**src/rtl/riscv_ctrl_pkg.sv**
```systemverilog
// Shared encodings for the multi-cycle RV32I control path: FSM states,
// opcodes, ALUop codes and datapath mux selects.
package riscv_ctrl_pkg;

  typedef enum logic [3:0] {
    S_START, S_FETCH, S_DECODE, S_MEMADR, S_MEMREAD, S_MEMWB, S_MEMWRITE, S_EXEC_R,
    S_EXEC_I, S_ALUWB, S_BRANCH, S_JAL, S_JALR, S_LUI, S_AUIPC, S_TRAP
  } state_t;

  localparam logic [6:0] OP_LOAD   = 7'b0000011;
  localparam logic [6:0] OP_STORE  = 7'b0100011;
  localparam logic [6:0] OP_R      = 7'b0110011;
  localparam logic [6:0] OP_I      = 7'b0010011;
  localparam logic [6:0] OP_BRANCH = 7'b1100011;
  localparam logic [6:0] OP_JAL    = 7'b1101111;
  localparam logic [6:0] OP_JALR   = 7'b1100111;
  localparam logic [6:0] OP_LUI    = 7'b0110111;
  localparam logic [6:0] OP_AUIPC  = 7'b0010111;

  localparam logic [2:0] ALUOP_R    = 3'b000;
  localparam logic [2:0] ALUOP_I    = 3'b001;
  localparam logic [2:0] ALUOP_ADD  = 3'b010;
  localparam logic [2:0] ALUOP_BR   = 3'b100;
  localparam logic [2:0] ALUOP_JALR = 3'b101;

  localparam logic [1:0] SRCA_PC    = 2'b00;
  localparam logic [1:0] SRCA_OLDPC = 2'b01;
  localparam logic [1:0] SRCA_RS1   = 2'b10;
  localparam logic [1:0] SRCA_ZERO  = 2'b11;

  localparam logic [1:0] SRCB_RS2   = 2'b00;
  localparam logic [1:0] SRCB_IMM   = 2'b01;
  localparam logic [1:0] SRCB_FOUR  = 2'b10;

  localparam logic [1:0] RES_ALUOUT = 2'b00;
  localparam logic [1:0] RES_RDATA  = 2'b01;
  localparam logic [1:0] RES_ALURES = 2'b10;

endpackage

```
**src/rtl/multicycle_ctrl_branch_cond.sv**
```systemverilog
// Branch direction from funct3 and the datapath flags; lt already carries
// signed or unsigned meaning depending on the branch flavour.
module branch_cond (
  input  logic [2:0] funct3,
  input  logic       zero,
  input  logic       lt,
  output logic       taken
);

  always_comb begin
    taken = 1'b0;
    case (funct3)
      3'b000:          taken = zero;
      3'b001:          taken = ~zero;
      3'b100, 3'b110:  taken = lt;
      3'b101, 3'b111:  taken = ~lt;
      default:         taken = 1'b0;
    endcase
  end

endmodule

```
**src/rtl/multicycle_ctrl.sv**
```systemverilog
// Main control FSM for the multi-cycle RV32I core: sequences memory, ALU
// and write strobes, and counts retired instructions.
module multicycle_ctrl
  import riscv_ctrl_pkg::*;
(
  input  logic        clk,
  input  logic        rst_n,
  input  logic [6:0]  opcode,
  input  logic [2:0]  funct3,
  input  logic        zero,
  input  logic        lt,
  input  logic        mem_ready,
  output logic        mem_req,
  output logic        adr_src,
  output logic        mem_write,
  output logic        ir_write,
  output logic        pc_write,
  output logic        reg_write,
  output logic [1:0]  alu_src_a,
  output logic [1:0]  alu_src_b,
  output logic [2:0]  alu_op,
  output logic [1:0]  result_src,
  output logic        halted,
  output logic [31:0] instret
);

  state_t      state_q, state_d;
  logic [31:0] instret_q;
  logic        taken;

  branch_cond u_branch_cond (
    .funct3 (funct3),
    .zero   (zero),
    .lt     (lt),
    .taken  (taken)
  );

  always_ff @(posedge clk or negedge rst_n) begin
    if (!rst_n) begin
      state_q   <= S_START;
      instret_q <= '0;
    end else begin
      state_q <= state_d;
      // Retirement is the return to FETCH from any instruction step.
      if (state_d == S_FETCH && state_q != S_START && state_q != S_FETCH)
        instret_q <= instret_q + 32'd1;
    end
  end

  assign instret = instret_q;

  always_comb begin
    state_d    = state_q;
    mem_req    = 1'b0;
    adr_src    = 1'b0;
    mem_write  = 1'b0;
    ir_write   = 1'b0;
    pc_write   = 1'b0;
    reg_write  = 1'b0;
    alu_src_a  = SRCA_PC;
    alu_src_b  = SRCB_RS2;
    alu_op     = ALUOP_R;
    result_src = RES_ALUOUT;
    halted     = 1'b0;
    case (state_q)
      S_START: state_d = S_FETCH;
      S_FETCH: begin
        mem_req    = 1'b1;
        alu_src_b  = SRCB_FOUR;
        alu_op     = ALUOP_ADD;
        result_src = RES_ALURES;
        if (mem_ready) begin
          ir_write = 1'b1;
          pc_write = 1'b1;
          state_d  = S_DECODE;
        end
      end
      S_DECODE: begin
        alu_src_a = SRCA_OLDPC;
        alu_src_b = SRCB_IMM;
        alu_op    = ALUOP_ADD;
        case (opcode)
          OP_LOAD, OP_STORE: state_d = S_MEMADR;
          OP_R:              state_d = S_EXEC_R;
          OP_I:              state_d = S_EXEC_I;
          OP_BRANCH:         state_d = (funct3[2:1] == 2'b01) ? S_TRAP : S_BRANCH;
          OP_JAL:            state_d = S_JAL;
          OP_JALR:           state_d = S_JALR;
          OP_LUI:            state_d = S_LUI;
          OP_AUIPC:          state_d = S_AUIPC;
          default:           state_d = S_TRAP;
        endcase
      end
      S_MEMADR: begin
        alu_src_a = SRCA_RS1;
        alu_src_b = SRCB_IMM;
        alu_op    = ALUOP_ADD;
        state_d   = (opcode == OP_LOAD) ? S_MEMREAD : S_MEMWRITE;
      end
      S_MEMREAD: begin
        mem_req = 1'b1;
        adr_src = 1'b1;
        if (mem_ready) state_d = S_MEMWB;
      end
      S_MEMWB: begin
        result_src = RES_RDATA;
        reg_write  = 1'b1;
        state_d    = S_FETCH;
      end
      S_MEMWRITE: begin
        mem_req   = 1'b1;
        adr_src   = 1'b1;
        mem_write = 1'b1;
        if (mem_ready) state_d = S_FETCH;
      end
      S_EXEC_R: begin
        alu_src_a = SRCA_RS1;
        alu_src_b = SRCB_RS2;
        alu_op    = ALUOP_R;
        state_d   = S_ALUWB;
      end
      S_EXEC_I: begin
        alu_src_a = SRCA_RS1;
        alu_src_b = SRCB_IMM;
        alu_op    = ALUOP_I;
        state_d   = S_ALUWB;
      end
      S_ALUWB: begin
        result_src = RES_ALUOUT;
        reg_write  = 1'b1;
        state_d    = S_FETCH;
      end
      S_BRANCH: begin
        alu_src_a  = SRCA_RS1;
        alu_src_b  = SRCB_RS2;
        alu_op     = ALUOP_BR;
        result_src = RES_ALUOUT;
        pc_write   = taken;
        state_d    = S_FETCH;
      end
      S_JAL: begin
        // Target in ALUOut goes to PC while OldPC+4 is computed for the link.
        alu_src_a  = SRCA_OLDPC;
        alu_src_b  = SRCB_FOUR;
        alu_op     = ALUOP_ADD;
        result_src = RES_ALUOUT;
        pc_write   = 1'b1;
        state_d    = S_ALUWB;
      end
      S_JALR: begin
        alu_src_a = SRCA_RS1;
        alu_src_b = SRCB_IMM;
        alu_op    = ALUOP_JALR;
        state_d   = S_JAL;
      end
      S_LUI: begin
        alu_src_a = SRCA_ZERO;
        alu_src_b = SRCB_IMM;
        alu_op    = ALUOP_ADD;
        state_d   = S_ALUWB;
      end
      S_AUIPC: begin
        alu_src_a = SRCA_OLDPC;
        alu_src_b = SRCB_IMM;
        alu_op    = ALUOP_ADD;
        state_d   = S_ALUWB;
      end
      S_TRAP: halted = 1'b1;
      default: state_d = S_TRAP;
    endcase
  end

endmodule

```
**config.mk**
```make
export PLATFORM = sky130hd
export DESIGN_NAME = multicycle_ctrl
export DESIGN_NICKNAME = d
export VERILOG_FILES = /design/src/rtl/riscv_ctrl_pkg.sv /design/src/rtl/multicycle_ctrl_branch_cond.sv /design/src/rtl/multicycle_ctrl.sv
export SDC_FILE = /design/constraint.sdc
export NUM_CORES = 1
export LEC_CHECK = 0
export CAP_MARGIN = 10
export CORE_MARGIN = 2
export CORE_UTILIZATION = 49
export DETAILED_ROUTE_END_ITERATION = 16
export PLACE_DENSITY = 0.9
export SLEW_MARGIN = 40
export SYNTH_ARGS = -nofsm -noshare
export SYNTH_HDL_FRONTEND = slang
export SYNTH_SLANG_ARGS = --single-unit
```
**constraint.sdc**
```tcl
create_clock -name clk -period 2.8 [get_ports clk]
set_input_delay 0.28 -clock clk [delete_from_list [all_inputs] [get_ports clk]]
set_output_delay 0.28 -clock clk [all_outputs]
set_load 0.02 [all_outputs]
```
; ---- Word level (Yosys, flattened, before mapping)
; Cells that the tools add are included.
[totals]
wordCells = 75
regBits = 36
[op_classes]
n_reduce_logical = 18
n_addsub = 1
muxes = 20
n_bitwise = 2
n_eq_ne = 32
[ops]
columns = operator, count
row1 = 4-bit case mux with 8 select lines, 2
row2 = 32-bit by 1-bit adder with 32-bit output (second input constant), 1
row3 = 4-bit equality test (second input constant), 8
row4 = 7-bit by 6-bit equality test with 1-bit output (second input constant), 3
row5 = 7-bit equality test (second input constant), 3
row6 = 4-bit by 3-bit equality test with 1-bit output (second input constant), 4
row7 = 7-bit by 5-bit equality test with 1-bit output (second input constant), 2
row8 = 3-bit equality test (second input constant), 4
row9 = 4-bit 2-to-1 mux, 3
row10 = 3-bit case mux with 4 select lines, 1
row11 = 2-bit OR reduction, 6
row12 = 6-bit OR reduction, 2
row13 = 5-bit OR reduction, 2
row14 = 4-bit by 1-bit equality test with 1-bit output (second input constant), 2
row15 = 4-bit by 2-bit equality test with 1-bit output (second input constant), 2
row16 = 2-bit case mux with 2 select lines, 2
row17 = 7-bit by 2-bit equality test with 1-bit output (second input constant), 1
row18 = 1-bit 2-to-1 mux, 7
row19 = 2-bit case mux with 3 select lines, 1
row20 = 3-bit OR reduction, 2
row21 = 4-bit zero test, 1
row22 = 4-bit by 1-bit inequality test with 1-bit output (second input constant), 1
row23 = 1-bit case mux with 4 select lines, 1
row24 = 4-bit nonzero test, 1
row25 = other kinds (9), 11

; ---- Longest topological paths before layout
[depth]
depth_word = 7
ltp_mapped = 8
depth_no_buf = 6

; ---- By module
; From an unflattened synthesis, not the netlist that was laid out.
[unflattened]
cells_unflattened = 259
hier_area_um2 = 2477.4
[modules_own_cells]
columns = module, n_inst, area_each_um2, cells_per_inst
row1 = multicycle_ctrl, 1, 2441.1, 254
row2 = branch_cond, 1, 36.3, 5

; ---- Worst setup path after synthesis
; OpenSTA, ideal clock, no wires.
[synth_path]
kind = reg2reg
start = reg state_q[3]
end = reg instret_q[4], in the netlist instret[4]
path_buffers = 2
t_required_ns = 2.666
path_stages_with_launch = 8
setup_time_ns = 0.134
slack_ns = 0.600
t_arrival_ns = 2.065
period_less_slack_ns = 2.200
cell_sequence = dfrtp_1 > clkbuf_1 > nor4_1 > a41oi_2 > nand3_2 > buf_2 > nor3_1 > xor2_1
[synth_via]
elab_chain_cells = 6
elab_cells_between_ends = 26
cone_classes = eq/ne (16) / mux (4) / reduce/logical (6)
[synth_rtl]
columns = item, line_no
row1 = "start, declared", multicycle_ctrl.sv:27  ; state_t state_q, state_d;
row2 = "start signal, assigned", multicycle_ctrl.sv:43  ; state_q <= state_d;
row3 = "4-bit equality test, or another cell as far along", multicycle_ctrl.sv:65  ; case (state_q)
row4 = 5-bit OR reduction (no source line) or 4-bit OR reduction (tied branches), -
row5 = 4-bit case mux with 8 select lines, multicycle_ctrl.sv:65
row6 = 4-bit by 1-bit equality test with 1-bit output, multicycle_ctrl.sv:45  ; if (state_d == S_FETCH && state_q != S_START && state_q != S_FETCH)
row7 = 1-bit logical AND, multicycle_ctrl.sv:45
row8 = 1-bit logical AND (*), multicycle_ctrl.sv:45
row9 = "end signal, assigned", multicycle_ctrl.sv:46  ; instret_q <= instret_q + 32'd1;
row10 = "end, declared", multicycle_ctrl.sv:28  ; logic [31:0] instret_q;
; Mark *: on every way between the ends. The rest lies on a longest branch, timed or not.
; A chain may end at the register's enable or synchronous reset.

; ---- Final worst setup path
[layout_path]
start = reg state_q[0]
end = out pc_write
[layout_via]
elab_chain_cells = 2
elab_cells_between_ends = 4
cone_classes = eq/ne (3) / mux (1)
[layout_rtl]
columns = item, line_no
row1 = 4-bit equality test or 4-bit by 1-bit equality test with 1-bit output (tied branches), multicycle_ctrl.sv:65
row2 = 1-bit case mux with 3 select lines (*), multicycle_ctrl.sv:65
row3 = "end, declared", multicycle_ctrl.sv:17  ; output logic pc_write,
; Marks and branches as above.

==> flow_metrics.py <==
metrics = {
    "run_status": {
        "status": "complete, no violations",
    },
    "timing": {
        "tns_ps": 0,
        "finalHoldViolations": 0,
        "fin_ws_ps": 332.9,
        "max_slew_margin": 0.6712,
        "rsz0062_at_grt": "no",
        "finalCritPeriodShare": 0.8811,
        "clock.fmax_mhz": 405.3,
        "period_needed_ps": 2467,
        "fin_skew_ps": 2.300,
        "max_slew.worst_pin.slew_ps": 493.2,
        "drv_slew": 0,
        "setup_viol": 0,
    },
    "global_route": {
        "grt_overflow": 0,
        "first_global_vias": 1984,
        "track_usage": 0.2186,
        "grt_max_degree": 37,
        "antenna_found_initial": 0,
        "grt_pass1_wl_um": 9045,
    },
    "place": {
        "gp_congestion": 0.9048,
        "place_inst": 362,
        "port_buffers": 62,
        "dp_hpwl_um": 4116,
        "preCtsSetupSlack_ps": 141.7,
    },
    "worst_setup_path": {
        "critPathKind": "flop to output pin",
        "cp.required_ps": 2520,
        "worstPathMaxFanout": 16,
        "end_kind": "output pin",
        "cp-start-kind": "flop",
        "arrival_ps": 2190,
    },
    "floorplanning": {
        "start_util": 0.5042,
        "core_area_um2": 4661,
        "core.rowCount": 25,
        "die_h_um": 73.25,
        "fp.dieW_um": 73.25,
        "io-pin-count": 63,
        "die-area_um2": 5366,
    },
    "routing": {
        "antenna_left": 0,
        "vias": 2125,
        "drt_first_pass_iters": 4,
        "wire_per_inst_um": 14.92,
        "viasPerCell": 5.743,
        "drt_iter0_drc": 119,
        "routed_wl_um": 5521,
        "drc": 0,
    },
    "layout": {
        "n_antenna_cell": 0,
        "final_cells": 370,
        "final_nets": 331,
        "area_growth_pct": 33.17,
        "post-route-util": 0.6714,
        "drive_gt1_frac": 0.1013,
    },
    "yosys": {
        "yosysTopAreaCell": "dfrtp_1",
        "ys_warn_count": 0,
        "synth_nets": 268,
        "ys_seq_elements": 36,
        "ys_types": 52,
        "synth_top_cells_by_area": "dfrtp_1 (38%), xor2_1 (12%), nor3_1 (4.3%)",
        "synth.most_common_cell": "dfrtp_1",
        "ys.flop_type": "dfrtp_1",
        "syn_inst": 252,
        "synth_area_um2": 2350,
        "synth_edf_count": 0,
        "synth_commonest_cells": "dfrtp_1 (36), xor2_1 (32), nand2_1 (20), nor3_1 (20), nor2_1 (16)",
        "synth.avg_cell_area_um2": 9.324,
        "async_reset_ff_frac": 1.000,
        "yosysTopAreaCellShare": 0.3834,
        "ys_seq_area_frac": 0.3834,
    },
    "clock_network": {
        "post_cts_buffers": 0,
        "cts_root_buf": "clkbuf_8",
        "cts_tree": "yes",
        "ctsResizeCount": 0,
        "numCtsBuffers": 5,
        "clk_pin_slew_ps": 70,
        "cts_hold_buf": 0,
        "clkLatencyLatePin_ps": 290,
        "cts.sinks": 36,
        "clk_path_buf_depth": 2,
        "cts_max_level": 2,
    },
    "hold_path": {
        "hp-class": "input port to asynchronous set/reset pin",
    },
    "pwr": {
        "ir_drop_mv": 0.5359,
        "p_leak_uw": 0.001395,
        "powerDensity_nw_per_um2": 817.3,
    },
    "run": {
        "drv_cap": 0,
    },
}
-- final timing paths --
kind / start / endpoint / slack (ps) / cells past startpoint
worst min-delay path: rst_n / instret[26]$_DFFE_PN0P_ / 410 / 2
worst max-delay path: state_q[0]$_DFF_PN0_ / pc_write / 330 / 4
max in group asynchronous: rst_n / instret[29]$_DFFE_PN0P_ / 2080 / 2
worst max register to register: state_q[0]$_DFF_PN0_ / instret[9]$_DFFE_PN0P_ / 510 / 7
min in group clk: instret[31]$_DFFE_PN0P_ / instret[31]$_DFFE_PN0P_ / 470 / 1
worst min register to register: instret[31]$_DFFE_PN0P_ / instret[31]$_DFFE_PN0P_ / 470 / 1
-- metal layers --
layer	vias up	GRT usage	share of wire
li1	1034	-	-
met1	1014	0.2858	0.43
met2	59	0.3473	0.49
met3	18	0.02881	0.036
met4	0	0.1255	0.037
met5	-	0	0
-- cell usage in the layout, fill, tap and decap left out, types with 7 or more instances in the layout --
| master | n |
|---|---|
| nand2_1 | 20 |
| nor4_2 | 8 |
| and3_1 | 7 |
| nor2_1 | 16 |
| dfrtp_1 | 36 |
| clkdlybuf4s50_1 | 62 |
| o21ai_0 | 9 |
| nand3_1 | 15 |
| nor3_1 | 20 |
| buf_4 | 7 |
| xor2_1 | 32 |
| nand4_1 | 9 |
-- logic make-up after synthesis --
kind of cell | synth area share
mux | 0.004792
xor+xnor | 0.1379
buf+inv | 0.03834
simple gates | 0.3498
flops | 0.3834
compound gates | 0.08041
fa+ha+maj | 0.005324
-- critical path: stages (launching register included) --
cell and delay, ps:
dfrtp_1 650, nand2_1 160, or3_1 330, a21oi_1 140, clkdlybuf4s50_1 620
-- stage by stage --
| stage | hold WS [ps] | instance area [um2] | power (uW) |
|---|---|---|---|
| floorplan | -15.59 | 2350 | 1656 |
| global placement | 462.2 | 3039 | 2143 |
| detailed placement | 473.8 | 3039 | 2179 |
| CTS | 415.4 | 3129 | 2560 |
| global route | 439.6 | 3129 | 2716 |
| finish | 405.8 | 3129 | 2558 |
-- flip-flops by register name, summed over array words and instances (netlist names) --
name and count:
state_q 4, instret 32
-- report_power, final --
| group | leakage [uW] | internal [uW] | total (uW) | switching [uW] |
|---|---|---|---|---|
| Sequential | 0.000477 | 585 | 718 | 132 |
| Combinational | 0.000872 | 600 | 1460 | 864 |
| Clock | 0.0000455 | 201 | 376 | 176 |
| Total | 0.00139 | 1390 | 2560 | 1170 |
-- layout make-up --
type,instances,area [um2]
Tap cell,54,67.56
Sequential cell,36,900.9
Fill cell,374,1531
Inverter,5,18.77
Clock buffer,8,90.09
Timing Repair Buffer,70,693.2
Multi-Input combinational cell,197,1359
Note: power is estimated with default switching activity, not from simulation.
==> variant, RTL diff (same settings) <==
Reset style: synchronous (`rst_n`), changed in one clocked block.
--- a/src/rtl/multicycle_ctrl.sv
+++ b/src/rtl/multicycle_ctrl.sv
@@ -37,3 +37,3 @@
 
-  always_ff @(posedge clk or negedge rst_n) begin
+  always_ff @(posedge clk) begin
     if (!rst_n) begin
Behaviour: differs if rst_n is asserted again (counterexample within 4 cycles, from zero or initial values and one cycle with rst_n low); with rst_n held inactive, the same outputs for 10 cycles.
==> variant against the original RTL <==
Routed wire length increased by 23%; area after synthesis increased by 6.3%; sequential cell count unchanged; setup slack improved by 0.027 ns; design area increased by 2.2%; synthesized cell count increased by 31%; critical path type unchanged; largest cell class unchanged.
Power is not compared: it rests on default switching activity, and its combinational part moved more than twofold at a synthesized area within 25%.
==> variant: results (changes against the original RTL) <==
status=complete, no violations; Top FF cell, synth=dfxtp_1; total number of vias=2751 (+29%); Reg2Reg Depth=6 (-1); final period utilization=87.13% (-0.98 points); register area=721.9 µm² (-20%); met1 WL=3092 µm (+29%); largest net degree at the start of global routing=56 (+51%); slowest CP cell=clkdlybuf4s50_1; drt first pass iters=5 (+1); synth cell count leaders=dfxtp_1 (36), a21oi_1 (30), nand2_1 (30); Yosys cell types=48 (-7.7%); post-synthesis sequential area ratio=28.84% (-9.5 points); multi-input logic area=1593 µm² (+17%); routed len/inst=15.31 µm (+2.6%); Seq Cell Count=36 (unchanged); post-synthesis compound-gate area fraction=21.23% (+13 points); Hold WC Path Type=register to register; routed wl met2=3125 µm (+15%); total track usage=24.77% (+2.9 points); adder-cell share of the synthesized area=0.5008% (-0.032 points); signal buffers share of area=21.44% (-0.71 points); Post-Synth XOR/XNOR Area=1.753% (-12 points); post-place setup slack=0.3007 ns (+0.1590 ns); Final clock-cell share=2.152% (-0.73 points); RR Startpoint=state_q[3]; Post-layout nets=394 (+19%); GPL Wtd Cong=0.9127 (+0.87%); Mapped Area=2499 µm² (+6.3%); Critical Path Sink=mem_req; number of multi-input logic gates=254 (+29%); reg2reg end=instret[20]; DRT Wirelength=6782 µm (+23%); first-pass GRT wire length=11030 µm (+22%); Clock Skew=0.006568 ns (+0.004267 ns); placed instance area=3128 µm² (+2.9%); Synth Net Count=347 (+29%); Async SR Flop Fraction=0% (-100 points); Area contributors post-synth=dfxtp_1 (29%), a21oi_1 (6.0%), o31ai_1 (4.8%); mean post-synth cell area=7.549 µm² (-19%); inverters=12 (+7); post-synthesis mux area share=4.407% (+3.9 points); share of layout cells above drive strength 1=4.521% (-5.6 points)
[variant: changes by cell type in the layout (fill, tap and decap cells not counted), sizes merged, moves of 11 or more]
cell,change
dfrtp,-36
a21oi,+25
xor2,-28
mux2i,+11
or4,+16
o31ai,+16
nor3,-14
dfxtp,+36
[variant: cells by family (layout without fill, tap and decap cells)]
logic type / count (synthesis) / in the layout
AO/OA/AOI/OAI: 82 / 82
AND/OR/NAND/NOR: 155 / 155
buffers and inverters: 41 / 86
adder cells (fa/ha/maj): 1 / 1
XOR/XNOR: 5 / 5
flip-flops: 36 / 36
multiplexers: 11 / 11
[variant: worst register-to-register path, stage by stage (launching register included)]
cell and delay [ns]:
dfxtp_1 0.63, or2_1 0.34, nor2_1 0.13, o21a_1 0.12, buf_4 0.27, or4_1 0.54, a21oi_1 0.17
[variant: repair_timing]
action,CTS,global route
setup endpoints to repair,0,1
hold endpoints to repair,0,0
resized for setup,0,1
setup buffers,0,0
